**src/rtl/blackjack_pkg.sv**
```systemverilog
// Shared deck constants, dealer FSM state encoding and the decoded card type.
package blackjack_pkg;

    localparam int unsigned DECK_SIZE      = 52;
    localparam int unsigned RANKS_PER_SUIT = 13;

    typedef enum logic [2:0] {
        ST_IDLE,
        ST_REQ,
        ST_CAPTURE,
        ST_PROBE,
        ST_PRESENT,
        ST_EMPTY
    } state_t;

    typedef struct packed {
        logic [3:0] rank;
        logic [1:0] suit;
    } card_t;

endpackage

```
**src/rtl/card_index_decode.sv**
```systemverilog
// Combinational card index to (rank, suit) mapping: rank = idx%13+1, suit = idx/13.
module card_index_decode
    import blackjack_pkg::*;
#(
    parameter int unsigned WIDTH = 6
) (
    input  logic [WIDTH-1:0] index,
    output card_t            card
);

    logic [WIDTH-1:0] rank_m;
    logic [WIDTH-1:0] suit_m;

    always_comb begin
        rank_m    = index % WIDTH'(RANKS_PER_SUIT);
        suit_m    = index / WIDTH'(RANKS_PER_SUIT);
        card.rank = 4'(rank_m) + 4'd1;
        card.suit = 2'(suit_m);
    end

endmodule

```
**src/rtl/card_dealer.sv**
```systemverilog
// Card dealer: draws a random index, probes the dealt mask linearly for a free card.
// Optional DEALER_PROBE_STATS_EN adds o_probe_cycles (PROBE cycles of the last card).
module card_dealer #(
    parameter int unsigned DECK_SIZE = blackjack_pkg::DECK_SIZE,
    parameter int unsigned WIDTH     = 6
) (
    input  logic             i_clk,
    input  logic             i_rst_n,
    input  logic             i_deal,
    input  logic             i_shuffle,
    output logic             o_rng_request,
    output logic [WIDTH-1:0] o_rng_max,
    input  logic [WIDTH-1:0] i_rng_value,
    output logic             o_card_valid,
    output logic [3:0]       o_card_rank,
    output logic [1:0]       o_card_suit,
    input  logic             i_card_ack,
    output logic             o_busy,
    output logic             o_deck_empty,
    output logic [WIDTH-1:0] o_dealt_count
`ifdef DEALER_PROBE_STATS_EN
   ,output logic [WIDTH-1:0] o_probe_cycles
`endif
);

    import blackjack_pkg::*;

    state_t               state_q, state_d;
    logic [DECK_SIZE-1:0] mask_q;
    logic [WIDTH-1:0]     count_q;
    logic [WIDTH-1:0]     cand_q;
    logic                 empty_q;
    card_t                card_q;
    card_t                cand_card;
    logic                 do_shuffle;
    logic                 probe_hit;

    card_index_decode #(.WIDTH(WIDTH)) u_decode (
        .index (cand_q),
        .card  (cand_card)
    );

    always_comb begin
        do_shuffle = i_shuffle && (state_q == ST_IDLE || state_q == ST_EMPTY);
        probe_hit  = (state_q == ST_PROBE) && !mask_q[cand_q];
    end

    always_comb begin
        state_d = state_q;
        unique case (state_q)
            ST_IDLE: begin
                if (do_shuffle)
                    state_d = ST_IDLE;
                else if (i_deal && count_q < WIDTH'(DECK_SIZE))
                    state_d = ST_REQ;
            end
            ST_REQ:     state_d = ST_CAPTURE;
            ST_CAPTURE: state_d = ST_PROBE;
            ST_PROBE:   if (probe_hit) state_d = ST_PRESENT;
            ST_PRESENT: begin
                if (i_card_ack)
                    state_d = (count_q == WIDTH'(DECK_SIZE)) ? ST_EMPTY : ST_IDLE;
            end
            ST_EMPTY:   if (do_shuffle) state_d = ST_IDLE;
            default:    state_d = ST_IDLE;
        endcase
    end

    always_ff @(posedge i_clk or negedge i_rst_n) begin
        if (!i_rst_n) begin
            state_q <= ST_IDLE;
            mask_q  <= '0;
            count_q <= '0;
            cand_q  <= '0;
            empty_q <= 1'b0;
            card_q  <= '0;
        end else begin
            state_q <= state_d;
            if (do_shuffle) begin
                mask_q  <= '0;
                count_q <= '0;
                empty_q <= 1'b0;
            end
            if (state_q == ST_CAPTURE)
                cand_q <= (i_rng_value >= WIDTH'(DECK_SIZE)) ? i_rng_value - WIDTH'(DECK_SIZE)
                                                             : i_rng_value;
            if (probe_hit) begin
                mask_q[cand_q] <= 1'b1;
                count_q        <= count_q + 1'b1;
                // empty flag tracks the incremented count so it never lags o_dealt_count
                empty_q        <= (count_q == WIDTH'(DECK_SIZE - 1));
                card_q         <= cand_card;
            end else if (state_q == ST_PROBE) begin
                cand_q <= (cand_q == WIDTH'(DECK_SIZE - 1)) ? '0 : cand_q + 1'b1;
            end
        end
    end

`ifdef DEALER_PROBE_STATS_EN
    logic [WIDTH-1:0] probe_run_q;

    always_ff @(posedge i_clk or negedge i_rst_n) begin
        if (!i_rst_n) begin
            probe_run_q    <= '0;
            o_probe_cycles <= '0;
        end else if (state_q == ST_CAPTURE) begin
            probe_run_q <= '0;
        end else if (state_q == ST_PROBE) begin
            probe_run_q <= probe_run_q + 1'b1;
            if (probe_hit)
                o_probe_cycles <= probe_run_q + 1'b1;
        end
    end
`endif

    always_comb begin
        o_rng_request = (state_q == ST_REQ);
        o_rng_max     = WIDTH'(DECK_SIZE - 1);
        o_card_valid  = (state_q == ST_PRESENT);
        o_card_rank   = card_q.rank;
        o_card_suit   = card_q.suit;
        o_busy        = (state_q != ST_IDLE) && (state_q != ST_EMPTY);
        o_deck_empty  = empty_q;
        o_dealt_count = count_q;
    end

endmodule

```
**config.mk**
```make
export PLATFORM = sky130hd
export DESIGN_NAME = card_dealer
export DESIGN_NICKNAME = d
export VERILOG_FILES = /design/src/rtl/blackjack_pkg.sv /design/src/rtl/card_index_decode.sv /design/src/rtl/card_dealer.sv
export SDC_FILE = /design/constraint.sdc
export NUM_CORES = 1
export LEC_CHECK = 0
export CAP_MARGIN = 0
export CELL_PAD_IN_SITES_DETAIL_PLACEMENT = 1
export CELL_PAD_IN_SITES_GLOBAL_PLACEMENT = 1
export CORE_ASPECT_RATIO = 1.25
export CORE_MARGIN = 2
export CORE_UTILIZATION = 30
export CTS_CLUSTER_SIZE = 10
export DETAILED_ROUTE_END_ITERATION = 16
export GPL_TIMING_DRIVEN = 0
export PLACE_DENSITY = 0.62
export SYNTH_ARGS = -nofsm -noshare
export SYNTH_HDL_FRONTEND = slang
export SYNTH_SLANG_ARGS = --single-unit
```
**constraint.sdc**
```tcl
create_clock -name i_clk -period 5.2 [get_ports i_clk]
set_clock_uncertainty 0.2 [all_clocks]
set_input_delay 1.56 -clock i_clk [delete_from_list [all_inputs] [get_ports i_clk]]
set_output_delay 1.56 -clock i_clk [all_outputs]
set_load 0.1 [all_outputs]
```
==> flow_summary.toml, run 1 <==
[grt]
grt_pass1_wl_um = 22730
antenna_found_initial = 0
grtUsageTotal_pct = 18.82
grt_start_max_net_pins = 61
grt-ovfl-total = 0
grt_pass1_vias = 4040

[logic_synthesis]
ys_seq_elements = 74
yosys_most_used_dff = "dfrtp_1"
yosysWarnings = 0
synthArstFlopShare_pct = 100.0
synth-edff-count = 0
synth_most_common_cell = "dfrtp_1"
yosysSeqAreaShare_pct = 41.83
synth.top_cell.area_share_pct = 41.83
netlist_instances = 432
synth_commonest_cells = "dfrtp_1 (74), a32o_1 (52), nand2_1 (36)"
synth_area_per_cell_um2 = 10.25
synth_top_area_cell = "dfrtp_1"
synth.distinct_cells = 63
synthTopCellsByArea = "dfrtp_1 (42%), a32o_1 (12%), ha_1 (3.4%), nand2_1 (3.1%), buf_6 (2.5%)"
netlist_area_mm2 = 0.004427

[clock_network]
ctsHoldBuffers = 0
cts.htree.levels = 3
cts_setup_buffers = 0
clkTransAtPathRegs_ns = 0.06
clkLatencyLatePin_ns = 0.34
cts_tree = "built"
cts_resized = 0
cts_made_buffers = 9
cts_max_path_buffers = 2
root_buffer = "clkbuf_16"
cts_sinks = 74

[power]
p_int_mw = 1.875
vdd_drop_max_uv = 390.3
pwr-share-seq_pct = 21.6
p_switching_mw = 1.895
p_per_area_mw_per_mm2 = 713.8
switching_share_pct = 50.27
combPwrFrac_pct = 60.9
p_leak_nw = 2.236
clkPwrFrac_pct = 17.5

[die]
die_w_um = 112.7
die_area_mm2 = 0.01575
initial_core_util_pct = 30.73
row_count = 49
die_y_um = 139.8
ios = 33
core_mm2 = 0.01441

[worst_setup_path]
crit_top_cell = "clkbuf_1"
worst-setup-path-type = "reg2out"
r2r-end = "o_card_rank[2]"
arrival_ns = 2.79
path_max_fanout = 10
crit_required_ns = 3.44
start_kind = "flip-flop"
crit_family = "buffers and inverters"
cp_slowest_cell = "clkdlybuf4s50_1"
worst_path_largest_cell_delay_ns = 1.16
cp-end-kind = "output pin"
path_buf_inv = 3
ff2ff_setup_slack_ns = 0.81
reg2reg_from = "cand_q[2]"
worstPathCellList = "clkbuf_1, clkbuf_1, nor3b_1, clkdlybuf4s50_1"
rr_worst_depth = 17

[finish]
syn_to_final_growth_pct = 19.33
drive_gt1_share_pct = 15.83
fin_area_mm2 = 0.005283
num_antenna_cells = 0
fin_cells = 658
finish.net_count = 498

[detailed_routing]
drc = 0
vias = 3713
drtAntennaViolNets = 0
drtIter0Drc = 204
routedWlPerCell_um = 21.52
drt-vias-per-instance = 5.643
routed_wl_um = 14160
drt_first_pass_iters = 4

[sta]
max_clock_freq_ghz = 0.2199
finalCriticalPeriod_ns = 4.548
hold_viol = 0
relSlewSlack_pct = 16.99
report.final.slew_viol_count = 0
fin_crit_sh_pct = 87.46
hold_ws_ns = 0.2883
worst_pin_slew_ns = 1.236
fin_tns_setup_ns = 0
rsz0062_at_grt = "no"
setup_viol = 0

[min_path]
hold_path.class = "reg2reg"
min_to = "mask_q[12]"
worstHoldPathCells = 1
hp-start = "mask_q[12]"

[place]
io_buffers = 26
dp_hpwl_um = 9915
dp.cells = 642
gp_congestion = 0.7993
place_area_mm2 = 0.004966

[flow_run]
cap_viol_max_count = 0

[run_status]
status = "complete, no violations"
## worst max path at each step
stage                     from          endpoint  slack, ns  cells past startpoint
floorplan           state_q[0]     o_rng_request       0.34                      3
global placement       i_rst_n  o_dealt_count[5]      -0.38                      1
detailed placement   cand_q[2]    o_card_rank[2]       0.90                     17
CTS                 state_q[0]     o_rng_request       0.60                      4
global route        state_q[0]     o_rng_request       0.43                      4
finish              state_q[0]     o_rng_request       0.65                      4
## cell usage in the layout, fill, tap and decap left out, types with 7 or more instances in the layout
| master | instances |
|---|---|
| nand3_1 | 7 |
| nand2b_1 | 7 |
| nand2_1 | 36 |
| mux2i_1 | 9 |
| clkbuf_16 | 9 |
| clkbuf_1 | 12 |
| buf_4 | 12 |
| o21ai_0 | 22 |
| nor2_1 | 30 |
| dfrtp_1 | 74 |
| buf_2 | 7 |
| a21oi_1 | 13 |
| buf_6 | 11 |
| clkdlybuf4s50_1 | 25 |
| a221oi_1 | 9 |
| nor3_1 | 9 |
| a32o_1 | 52 |
| inv_1 | 11 |
| mux2_2 | 9 |
| nor2b_1 | 7 |
| a31oi_1 | 8 |
| ha_1 | 12 |
## cell type report
type	count	area [µm²]
Clock buffer	13	270.3
Clock inverter	3	46.29
Inverter	14	52.55
Timing Repair Buffer	28	296.5
Multi-Input combinational cell	307	2263
Tap cell	178	222.7
Buffer	41	279.0
Fill cell	1631	9125
Sequential cell	74	1852
## registers in the layout (all words and copies together), names as in the netlist
register,cells
cand_q,6
mask_q,52
o_card_rank,4
o_card_suit,2
o_dealt_count,6
o_deck_empty,1
state_q,3
## metrics by stage
step / setup slack, ns / power [mW] / util, %
6_report: 0.6523 / 3.771 / 36.67
5_1_grt: 0.4283 / 4.021 / 36.67
4_1_cts: 0.5966 / 3.807 / 36.67
3_5_place_dp: 0.9033 / 3.112 / 34.47
3_3_place_gp: -0.3841 / 3.059 / 34.18
2_1_floorplan: 0.3441 / 2.475 / -
## layer usage
metal,vias to the layer above,global-route usage [%],wire [µm]
met5,-,0,0
met3,29,3.659,498
met2,86,31.52,7187
li1,1716,-,-
met1,1882,22.64,5946
met4,0,10.14,527
## cells by family after synthesis
kind of cell / synth area share (%)
AOI/OAI and AO/OA: 24.84
and+or+nand+nor: 14.19
DFF: 41.83
buffers and inverters: 7.490
muxes: 6.699
adders and majority gates: 3.392
xor gates and xnor gates: 1.385
other: 0.1697
## worst reg2reg max path, delay by kind of cell (launching register included)
family	cells	cell delay, ns
multiplexers	1	0.26
AO/OA/AOI/OAI	3	0.86
adder cells (fa/ha/maj)	3	0.84
buffers and inverters	3	0.51
flip-flops	1	0.36
XOR/XNOR	4	0.82
AND/OR/NAND/NOR	3	0.45
## power by group through the flow
stage / clock, mW / combinational, mW / sequential (mW)
6_report: 0.659 / 2.30 / 0.816
4_1_cts: 0.684 / 2.31 / 0.817
5_1_grt: 0.702 / 2.48 / 0.837
2_1_floorplan: 0 / 1.39 / 1.08
3_3_place_gp: 0 / 2.24 / 0.821
3_5_place_dp: 0 / 2.29 / 0.826
No activity file was read; power rests on OpenSTA's default activity.
==> run 2: changes to the inputs <==
--- a/config.mk
+++ b/config.mk
@@ -5,7 +5,7 @@
 export SDC_FILE = /design/constraint.sdc
 export NUM_CORES = 1
 export LEC_CHECK = 0
-export CAP_MARGIN = 0
+export CAP_MARGIN = 40
 export CELL_PAD_IN_SITES_DETAIL_PLACEMENT = 1
 export CELL_PAD_IN_SITES_GLOBAL_PLACEMENT = 1
 export CORE_ASPECT_RATIO = 1.25
@@ -14,7 +14,7 @@
 export CTS_CLUSTER_SIZE = 10
 export DETAILED_ROUTE_END_ITERATION = 16
 export GPL_TIMING_DRIVEN = 0
-export PLACE_DENSITY = 0.62
+export PLACE_DENSITY_LB_ADDON = 0.08
 export SYNTH_ARGS = -nofsm -noshare
 export SYNTH_HDL_FRONTEND = slang
 export SYNTH_SLANG_ARGS = --single-unit
==> run 2 against run 1 <==
Combinational power rose by 7%. Critical endpoint is now o_card_rank[2]. Highest routed layer unchanged. Maximum frequency grew 4.9%. Die area did not move. Via count grew 2.9%. Final cell count increased by 2.9%. Total power up 3.1%. Sequential power about the same.
==> flow_summary.toml, run 2 (synthesized netlist as in run 1, its figures left out) <==
[run_status]
status = "complete, no violations"

[worst_setup_path]
cp-end-kind = "flip-flop"
worst-setup-path-type = "reg2reg"
cp_slowest_cell = "ha_1"
crit_required_ns = 5.24
arrival_ns = 4.38
path_buf_inv = 3
worst_path_largest_cell_delay_ns = 0.36
crit_family = "compound AO/OA/AOI/OAI gates"
worstPathCellList = "buf_4, buf_4, and4b_1, a21oi_1, ha_1, a21bo_2, nand2_1, xnor2_1, ha_1, inv_1, o221ai_2, nand2_1, xnor2_1, ha_1, xor2_1, xnor2_1, mux2_4"
path_max_fanout = 10
start_kind = "flip-flop"

[grt]
grtUsageTotal_pct = 19.63
grt_pass1_vias = 4010
grt-ovfl-total = 0
grt_pass1_wl_um = 23320
antenna_found_initial = 0
grt_start_max_net_pins = 51

[place]
place_ws_ns = 0.8437
dp_hpwl_um = 10570
gp_congestion = 0.7918
io_buffers = 26
place_area_mm2 = 0.005225

[die]
die_w_um = 112.7
core_mm2 = 0.01441
die_y_um = 139.8
row_count = 49
ios = 33
die_area_mm2 = 0.01575
initial_core_util_pct = 30.73

[clock_network]
cts_tree = "built"
clkTransAtPathRegs_ns = 0.06
ctsHoldBuffers = 0
cts_setup_buffers = 0
clkLatencyLatePin_ns = 0.35
cts.htree.levels = 3
cts_resized = 0
root_buffer = "clkbuf_16"
cts_max_path_buffers = 2
cts_sinks = 74
cts_made_buffers = 9

[finish]
nFillCells = 1603
fin_area_mm2 = 0.005498
top_register = "mask_q"
largest_reg_flops = 52
drive_gt1_share_pct = 18.84
final_cell_mix = "dfrtp_1 (74), a32o_1 (52), nand2_1 (36)"
syn_to_final_growth_pct = 24.19
finish.net_count = 518
num_antenna_cells = 0
final_common_cell = "dfrtp_1"

[power]
p_per_area_mw_per_mm2 = 707.1
p_leak_nw = 2.353
power_mw = 3.887
vdd_drop_max_uv = 428.5

[detailed_routing]
drt-vias-per-instance = 5.643
routedWlPerCell_um = 21.79
routed_wl_um = 14750
drtIter0Drc = 184
drc = 0
drtAntennaViolNets = 0
drt_first_pass_iters = 5
vias = 3820

[sta]
rsz0062_at_grt = "no"
report.final.slew_viol_count = 0
worst_pin_slew_ns = 0.7676
relSlewSlack_pct = 48.82
layout_setup_ws_ns = 0.8656
hold_viol = 0
fin_crit_sh_pct = 83.35
finalCriticalPeriod_ns = 4.334
setup_viol = 0
max_clock_freq_ghz = 0.2307
hold_ws_ns = 0.2895

[min_path]
hold_path.class = "reg2reg"

[flow_run]
cap_viol_max_count = 0
run 2: changes by cell type in the layout (fill, tap and decap cells not counted):
cell / change
buf_8: +16
buf_2: +3
buf_4: +2
buf_6: -1
bufinv_16: -1
clkbuf_1: +1
clkbuf_8: -1
clkinv_2: +1
clkinv_4: -1
run 2: layer usage:
layer	global-route usage [%]	vias to the layer above	share of wire, %
li1	-	1757	-
met3	2.439	29	3.2
met2	33.72	70	50
met4	9.435	0	3.3
met1	24.24	1964	43
met5	0	-	0
run 2: path summary, 6_finish.rpt:
| kind | startpoint | end | slack, ns | cells past startpoint |
|---|---|---|---|---|
| max | cand_q[2] | o_card_rank[2] | 0.87 | 17 |
| min | mask_q[46] | mask_q[46] | 0.29 | 1 |
| max reg2reg | cand_q[2] | o_card_rank[2] | 0.87 | 17 |
| min reg2reg | mask_q[46] | mask_q[46] | 0.29 | 1 |
| max in group asynchronous | i_rst_n | mask_q[24] | 3.28 | 2 |
| min in group asynchronous | i_rst_n | o_dealt_count[4] | 0.92 | 1 |
run 2: report_power, final:
part	internal (mW)	switching, mW	leakage [nW]
logic	0.886	1.58	1.23
registers	0.715	0.101	0.995
clock network	0.346	0.255	0.132
run 2: final cells by class:
| cell class | instances | area (µm²) | area share (%) |
|---|---|---|---|
| Multi-Input combinational cell | 307 | 2263 | 41.17 |
| Sequential cell | 74 | 1852 | 33.68 |
| Timing Repair Buffer | 48 | 555.5 | 10.10 |
| Buffer | 41 | 279.0 | 5.075 |
| Clock buffer | 13 | 260.3 | 4.734 |
| Tap cell | 178 | 222.7 | 4.051 |
| Inverter | 14 | 52.55 | 0.9558 |
| Clock inverter | 2 | 12.51 | 0.2276 |
run 2: per-stage QoR:
stage / setup TNS [ns] / std cells / util (%)
CTS: 0 / 677 / 38.16
finish: 0 / 677 / 38.16
detailed placement: 0 / 662 / 36.27
global route: 0 / 677 / 38.16
floorplan: 0 / 436 / -
global placement: -35.82 / 640 / 34.18
==> run 3: changes to the inputs <==
==> constraint.sdc (replaced) <==
create_clock -name i_clk -period 4.24 [get_ports i_clk]
set_clock_uncertainty 0.2 [all_clocks]
set_input_delay 1.272 -clock i_clk [delete_from_list [all_inputs] [get_ports i_clk]]
set_output_delay 1.272 -clock i_clk [all_outputs]
set_load 0.1 [all_outputs]
==> run 3 against run 2 <==
Final area grew 1.6%. Combinational power increased by 27%. Via count up 0.37%. Register-to-register slack lost 0.61 ns. Core utilization rose by 0.62 points. Largest cell class unchanged. Wire length rose by 0.52%. Sequential share of layout area fell by 0.51 points. Die area did not move. Flip-flop and latch count unchanged. Hold slack about the same. Non-clock buffer count unchanged.
==> flow_summary.toml, run 3 (synthesized netlist as in run 1, its figures left out) <==
[run_status]
status = "complete, no violations"

[min_path]
min_to = "mask_q[14]"
hp-start = "mask_q[14]"
worstHoldPathCells = 1
hold_path.class = "reg2reg"

[die]
ios = 33
core_mm2 = 0.01441
die_area_mm2 = 0.01575
die_y_um = 139.8
die_w_um = 112.7
row_count = 49
initial_core_util_pct = 30.73

[worst_setup_path]
reg2reg_from = "cand_q[2]"
r2r-end = "o_card_rank[2]"
ff2ff_setup_slack_ns = 0.25
path_max_fanout = 10
cp-end-kind = "flip-flop"
crit_required_ns = 4.27
worst-setup-path-type = "reg2reg"
cp_slowest_cell = "dfrtp_1"
rr_worst_depth = 17
arrival_ns = 4.02
start_kind = "flip-flop"
worstPathCellList = "buf_4, buf_4, and4b_1, a21oi_4, ha_4, a21bo_2, nand2_1, xnor2_2, ha_1, inv_1, o221ai_4, nand2_1, xnor2_2, ha_1, xor2_1, xnor2_1, mux2_4"
worst_path_largest_cell_delay_ns = 0.36

[power]
p_leak_nw = 2.385
p_per_area_mw_per_mm2 = 881.5
vdd_drop_max_uv = 561.1

[detailed_routing]
drtAntennaViolNets = 0
drtIter0Drc = 195
routedWlPerCell_um = 21.87
drt_first_pass_iters = 4
routed_wl_um = 14830
vias = 3834
drt-vias-per-instance = 5.655
drc = 0

[grt]
antenna_found_initial = 0
grt-ovfl-total = 0
grtUsageTotal_pct = 19.41
grt_start_max_net_pins = 49
grt_pass1_vias = 4078
grt_pass1_wl_um = 23360

[sta]
worst_pin_slew_ns = 0.7608
fin_tns_setup_ns = 0
hold_ws_ns = 0.2896
relSlewSlack_pct = 49.06
rsz0062_at_grt = "no"
fin_crit_sh_pct = 94.04
finalCriticalPeriod_ns = 3.987
max_clock_freq_ghz = 0.2508
report.final.slew_viol_count = 0
hold_viol = 0
setup_viol = 0

[finish]
final_cell_mix = "dfrtp_1 (73), a32o_1 (52), nand2_1 (36)"
largest_reg_flops = 52
num_antenna_cells = 0
drive_gt1_share_pct = 20.40
syn_to_final_growth_pct = 26.20
top_register = "mask_q"
finish.net_count = 518
nFillCells = 1595
fin_util_pct = 38.78
final_common_cell = "dfrtp_1"
fin_area_mm2 = 0.005587

[clock_network]
cts_max_path_buffers = 2
cts.htree.levels = 3
cts_sinks = 74
clkTransAtPathRegs_ns = 0.06
root_buffer = "clkbuf_16"
cts_setup_buffers = 0
cts_made_buffers = 9
clkLatencyLatePin_ns = 0.35
cts_tree = "built"

[flow_run]
cap_viol_max_count = 0

[place]
gp_congestion = 0.8097
dp_hpwl_um = 10570
place_area_mm2 = 0.005236
io_buffers = 26
run 3: critical path: cells and delay by family, from the launching register on:
| family | cells | cell delay, ns |
|---|---|---|
| multiplexers | 1 | 0.26 |
| flip-flops | 1 | 0.36 |
| AND/OR/NAND/NOR | 3 | 0.50 |
| buffers and inverters | 3 | 0.54 |
| AO/OA/AOI/OAI | 3 | 0.64 |
| XOR/XNOR | 4 | 0.71 |
| adder cells (fa/ha/maj) | 3 | 0.64 |
run 3: worst max path at each step:
stage	start	endpoint	slack, ns
final	cand_q[2]	o_card_rank[2]	0.25
after global routing	cand_q[2]	o_card_rank[2]	0.03
after CTS	cand_q[2]	o_card_rank[2]	0.07
after detailed placement	cand_q[2]	o_card_rank[2]	-0.1
after global placement	i_rst_n	mask_q[9]	-1.15
after floorplan	cand_q[2]	o_card_rank[2]	0.55
run 3: layout make-up:
cell class,count,area [µm²],area share (%)
Buffer,41,279.0,4.994
Tap cell,178,222.7,3.987
Inverter,14,53.80,0.9630
Multi-Input combinational cell,307,2318,41.50
Clock inverter,4,51.30,0.9183
Timing Repair Buffer,48,561.8,10.06
Clock buffer,12,246.5,4.412
Sequential cell,74,1853,33.17
run 3: power by group:
part | switching [mW] | total, mW | internal [mW]
clock network | 0.318 | 0.791 | 0.473
registers | 0.123 | 1.00 | 0.878
logic | 1.99 | 3.13 | 1.14
total | 2.44 | 4.92 | 2.49
run 3: layer usage:
metal | vias up | wire [µm] | track usage (%)
met1 | 1994 | 6569 | 24.19
met4 | 0 | 240 | 6.675
met2 | 62 | 7592 | 33.88
met3 | 15 | 423 | 3.092
met5 | - | 0 | 0
li1 | 1763 | - | -
run 3: repair_timing:
action	4_1_cts	5_1_grt
endpoints found under the setup margin	1	1
hold buffers	0	0
pin swaps	0	0
gates resized for setup	5	4
run 3: metrics by stage:
step           instances  setup WS [ns]  power (mW)
2_1_floorplan        436         0.5464       3.038
3_3_place_gp         640         -1.147       3.810
4_1_cts              678        0.06835       4.921
6_report             678         0.2527       4.925
5_1_grt              678        0.03104       5.234
3_5_place_dp         662       -0.09526       4.069
==> patch 1: new RTL, settings of run 3 <==
The option `DEALER_PROBE_STATS_EN` is turned on by a define.
--- a/src/rtl/card_dealer.sv
+++ b/src/rtl/card_dealer.sv
@@ -1,4 +1,6 @@
 // Card dealer: draws a random index, probes the dealt mask linearly for a free card.
 // Optional DEALER_PROBE_STATS_EN adds o_probe_cycles (PROBE cycles of the last card).
+`define DEALER_PROBE_STATS_EN
+
 module card_dealer #(
     parameter int unsigned DECK_SIZE = blackjack_pkg::DECK_SIZE,
Function (old outputs only; new: o_probe_cycles): kept (equiv_simple and equiv_induct, registers matched by name and starting in step).
==> patch 1 against run 3 <==
Die area is 12% higher; total power increased by 25%; setup slack got worse by 0.14 ns; hold slack lost 0.012 ns; final cell count grew 26%; design area rose by 18%; sequential cell count up 12; largest cell class unchanged; area after synthesis up 12%; combinational power increased by 25%; wire length is 10% higher.
==> patch 1: results (changes against run 3) <==
critical-path-top-delay-family: "compound AO/OA/AOI/OAI gates"
ys_top_cells_by_count: "nand2_1, dfrtp_1, o21ai_0"
buffer_area_frac: 0.160  # +0.00999
synth_area_leaders: "dfrtp_1, o21ai_0, nand2_1"
clock_buffers: 11  # -1
avgViaCountPerCell: 5.15  # -8.9%
critPathMaxFanout: 13  # +3
fill_cells: 1875  # +18%
first_global_vias: 4806  # +18%
track_usage: 0.196  # +0.00163
status: "finished, final reports clean"
hold_ws_ns: 0.277  # -0.0125 ns
wl_um: 16300  # +10%
met3_usage: 0.0235  # -0.00739
yosysSeqAreaShare: 0.433  # +0.0150
inv_count: 20  # +6
synthMuxAreaShare: 0.0625  # -0.00450
num-nets-final: 662  # +28%
synthAdderAreaFrac: 0.0403  # +0.00639
buffers: 107  # +20%
gp_congestion: 0.800  # -1.2%
synth.distinct_cells: 68  # +7.9%
vdd_drop_max_mv: 0.493  # -12%
dp_hpwl_um: 11600  # +10%
multi_input_cells: 411  # +34%
grt_use_met1: 0.235  # -0.00737
numPortBuffers: 32  # +23%
multi_input_area_um2: 2650  # +14%
drive_gt1_frac: 0.194  # -0.0102
-- patch 1: worst paths after layout --
| path | start | endpoint |
|---|---|---|
| worst max-delay path | cand_q[1] | o_card_rank[3] |
| worst min-delay path | mask_q[23] | mask_q[23] |
| worst max register to register | cand_q[1] | o_card_rank[3] |
| worst min register to register | mask_q[23] | mask_q[23] |
| max in group asynchronous | i_rst_n | state_q[2] |
| min in group asynchronous | i_rst_n | mask_q[14] |
-- patch 1: cells by family (layout without fill, tap and decap cells) --
logic type,count (synthesis),in the layout
adder cells (fa/ha/maj),16,16
flip-flops,86,86
multiplexers,25,25
AO/OA/AOI/OAI,153,153
XOR/XNOR,10,10
AND/OR/NAND/NOR,201,201
buffers and inverters,58,143
other,2,6
-- patch 1: timing repair --
action                     4_1_cts  5_1_grt
setup buffers                   14        2
setup endpoints to repair        5        3
resized for setup               33        6
pin swaps                        3        2
-- patch 1: tightest hold or removal path, cell delays in order, from the launching register on --
cell and delay, ns:
dfrtp_1 0.34, nand2_1 0.04, o21ai_0 0.06
-- patch 1: through the flow --
step                      setup WS [ns]  instance area, um2  std cells  TNS (ns)
after floorplan                 -0.0371                4990        555   -0.0371
after global placement            -1.79                5590        803   -155.71
after detailed placement         -0.827                5940        826     -2.91
after CTS                        0.0145                6550        854         0
after global routing            0.00226                6590        856         0
final                             0.110                6590        856         0
-- patch 1: power groups by stage --
stage	Sequential [mW]	Combinational (mW)	Clock, mW
after floorplan	1.76	1.78	0
after detailed placement	1.25	3.49	0
final	1.23	3.91	1.01
after global routing	1.27	4.20	1.06
after global placement	1.25	3.14	0
after CTS	1.24	3.85	1.03
==> patch 2: new RTL, settings of run 3 <==
Made on the original files. The 6 states of `state_t` get a one-hot encoding in 6 bits.
--- a/src/rtl/blackjack_pkg.sv
+++ b/src/rtl/blackjack_pkg.sv
@@ -5,11 +5,11 @@
     localparam int unsigned RANKS_PER_SUIT = 13;
 
-    typedef enum logic [2:0] {
-        ST_IDLE,
-        ST_REQ,
-        ST_CAPTURE,
-        ST_PROBE,
-        ST_PRESENT,
-        ST_EMPTY
+    typedef enum logic [5:0] {
+        ST_IDLE    = 6'b000001,
+        ST_REQ     = 6'b000010,
+        ST_CAPTURE = 6'b000100,
+        ST_PROBE   = 6'b001000,
+        ST_PRESENT = 6'b010000,
+        ST_EMPTY   = 6'b100000
     } state_t;
 
Function: no difference found for any inputs over 10 cycles, from zero or initial values and one cycle with i_rst_n low; not proved beyond that.
==> patch 2 against run 3 <==
Area after synthesis increased by 2.4%; largest cell class unchanged; clock power increased by 9.9%; sequential power decreased by 14%; sequential share of layout area increased by 0.80 points; design area increased by 1.7%; total power decreased by 24%; wire length increased by 1.5%; synthesized cell count increased by 14%; sequential cell count increased by 3; highest routed layer unchanged; largest power group unchanged; setup slack got worse by 0.10 ns.
==> patch 2: results (changes against run 3) <==
status: "finished, final reports clean"
grt_max_degree: 50  # +2.0%
num-nets-final: 577  # +11%
max_slew_margin: 0.536  # +0.0450
synth_area_leaders: "dfrtp_1, nand2_1, o21ai_0"
min_path_cells: 2  # +1
pre_cts_slack_ns: -0.298  # -0.202 ns
synthAdderAreaFrac: 0.0331  # -0.000796
ys_top_cells_by_count: "nand2_1, dfrtp_1, o21ai_0"
critical-path-top-delay-family: "simple AND/OR/NAND/NOR gates"
avgSynthCellArea_um2: 9.18  # -10%
multi_input_area_um2: 2350  # +1.2%
avgViaCountPerCell: 5.28  # -6.7%
setup_ws_ns: 0.152  # -0.101 ns
wl_met2_um: 7970  # +5.0%
worstRegToRegCells: 15  # -2
buffers: 84  # -5.6%
routed-wl-met3_um: 297  # -30%
hp-start: "mask_q[43]"
postPlaceCellArea_um2: 5310  # +1.4%
inv_count: 16  # +2
vdd_drop_max_mv: 0.201  # -64%
final_cell_count_no_fill: 741  # +9.3%
reg2reg_from: "cand_q[1]"
dp.cells: 723  # +9.2%
crit_end: "o_card_rank[3]"
multi_input_cells: 366  # +19%
grt_pass1_wl_um: 23500  # +0.59%
cts_resized: 8  # +3
gr-usage-met2: 0.351  # +0.0118
fill_cells: 1717  # +7.6%
postLayoutCoreUtil: 0.382  # -0.00599
cp_slowest_cell: "or4_4"
cp_data_arrival_time_ns: 4.15  # +0.13 ns
cp_slowest_stage_delay_ns: 0.51  # +0.15 ns
yosysSeqAreaShare: 0.425  # +0.00702
clock-sinks: 77  # +4.1%
hold_ws_ns: 0.276  # -0.0136 ns
dp_hpwl_um: 10700  # +1.2%
wl_met1_um: 6510  # -0.90%
seq_share: 0.340  # +0.00795
cts_setup_buffers: 2  # +2
critPathMaxFanout: 11  # +1
startpoint: "cand_q[1]"
drive_gt1_frac: 0.186  # -0.0180
synthMuxAreaShare: 0.0582  # -0.00875
wl_per_cell_um: 20.3  # -7.1%
met3_usage: 0.0201  # -0.0108
synth-xor-area-share: 0.00966  # -0.00419
holdPathEnd: "mask_q[43]"
gp_congestion: 0.806  # -0.41%
-- patch 2: cell types whose count changed in the layout (fill, tap and decap cells not counted), moves of 6 or more --
cell,delta
a21oi_1,+6
a221oi_1,-8
nand3_1,+6
nor2_1,-7
o21ai_2,+16
or3_1,+8
o21ai_0,+33
a32o_1,-49
nand2_1,+46
-- patch 2: worst register-to-register path, delay by kind of cell, from the launching register on --
family | cells | cell delay [ns]
and+or+nand+nor | 4 | 1.17
AOI/OAI and AO/OA | 5 | 0.94
buffers and inverters | 4 | 0.70
adders and majority gates | 2 | 0.54
DFF | 1 | 0.45
-- patch 2: power groups by stage --
stage | clock network, mW | registers, mW | logic, mW
floorplan | 0 | 0.979 | 1.18
global placement | 0 | 0.895 | 1.81
detailed placement | 0 | 0.896 | 1.93
CTS | 0.892 | 0.860 | 2.00
global route | 0.911 | 0.870 | 2.18
finish | 0.869 | 0.859 | 2.01
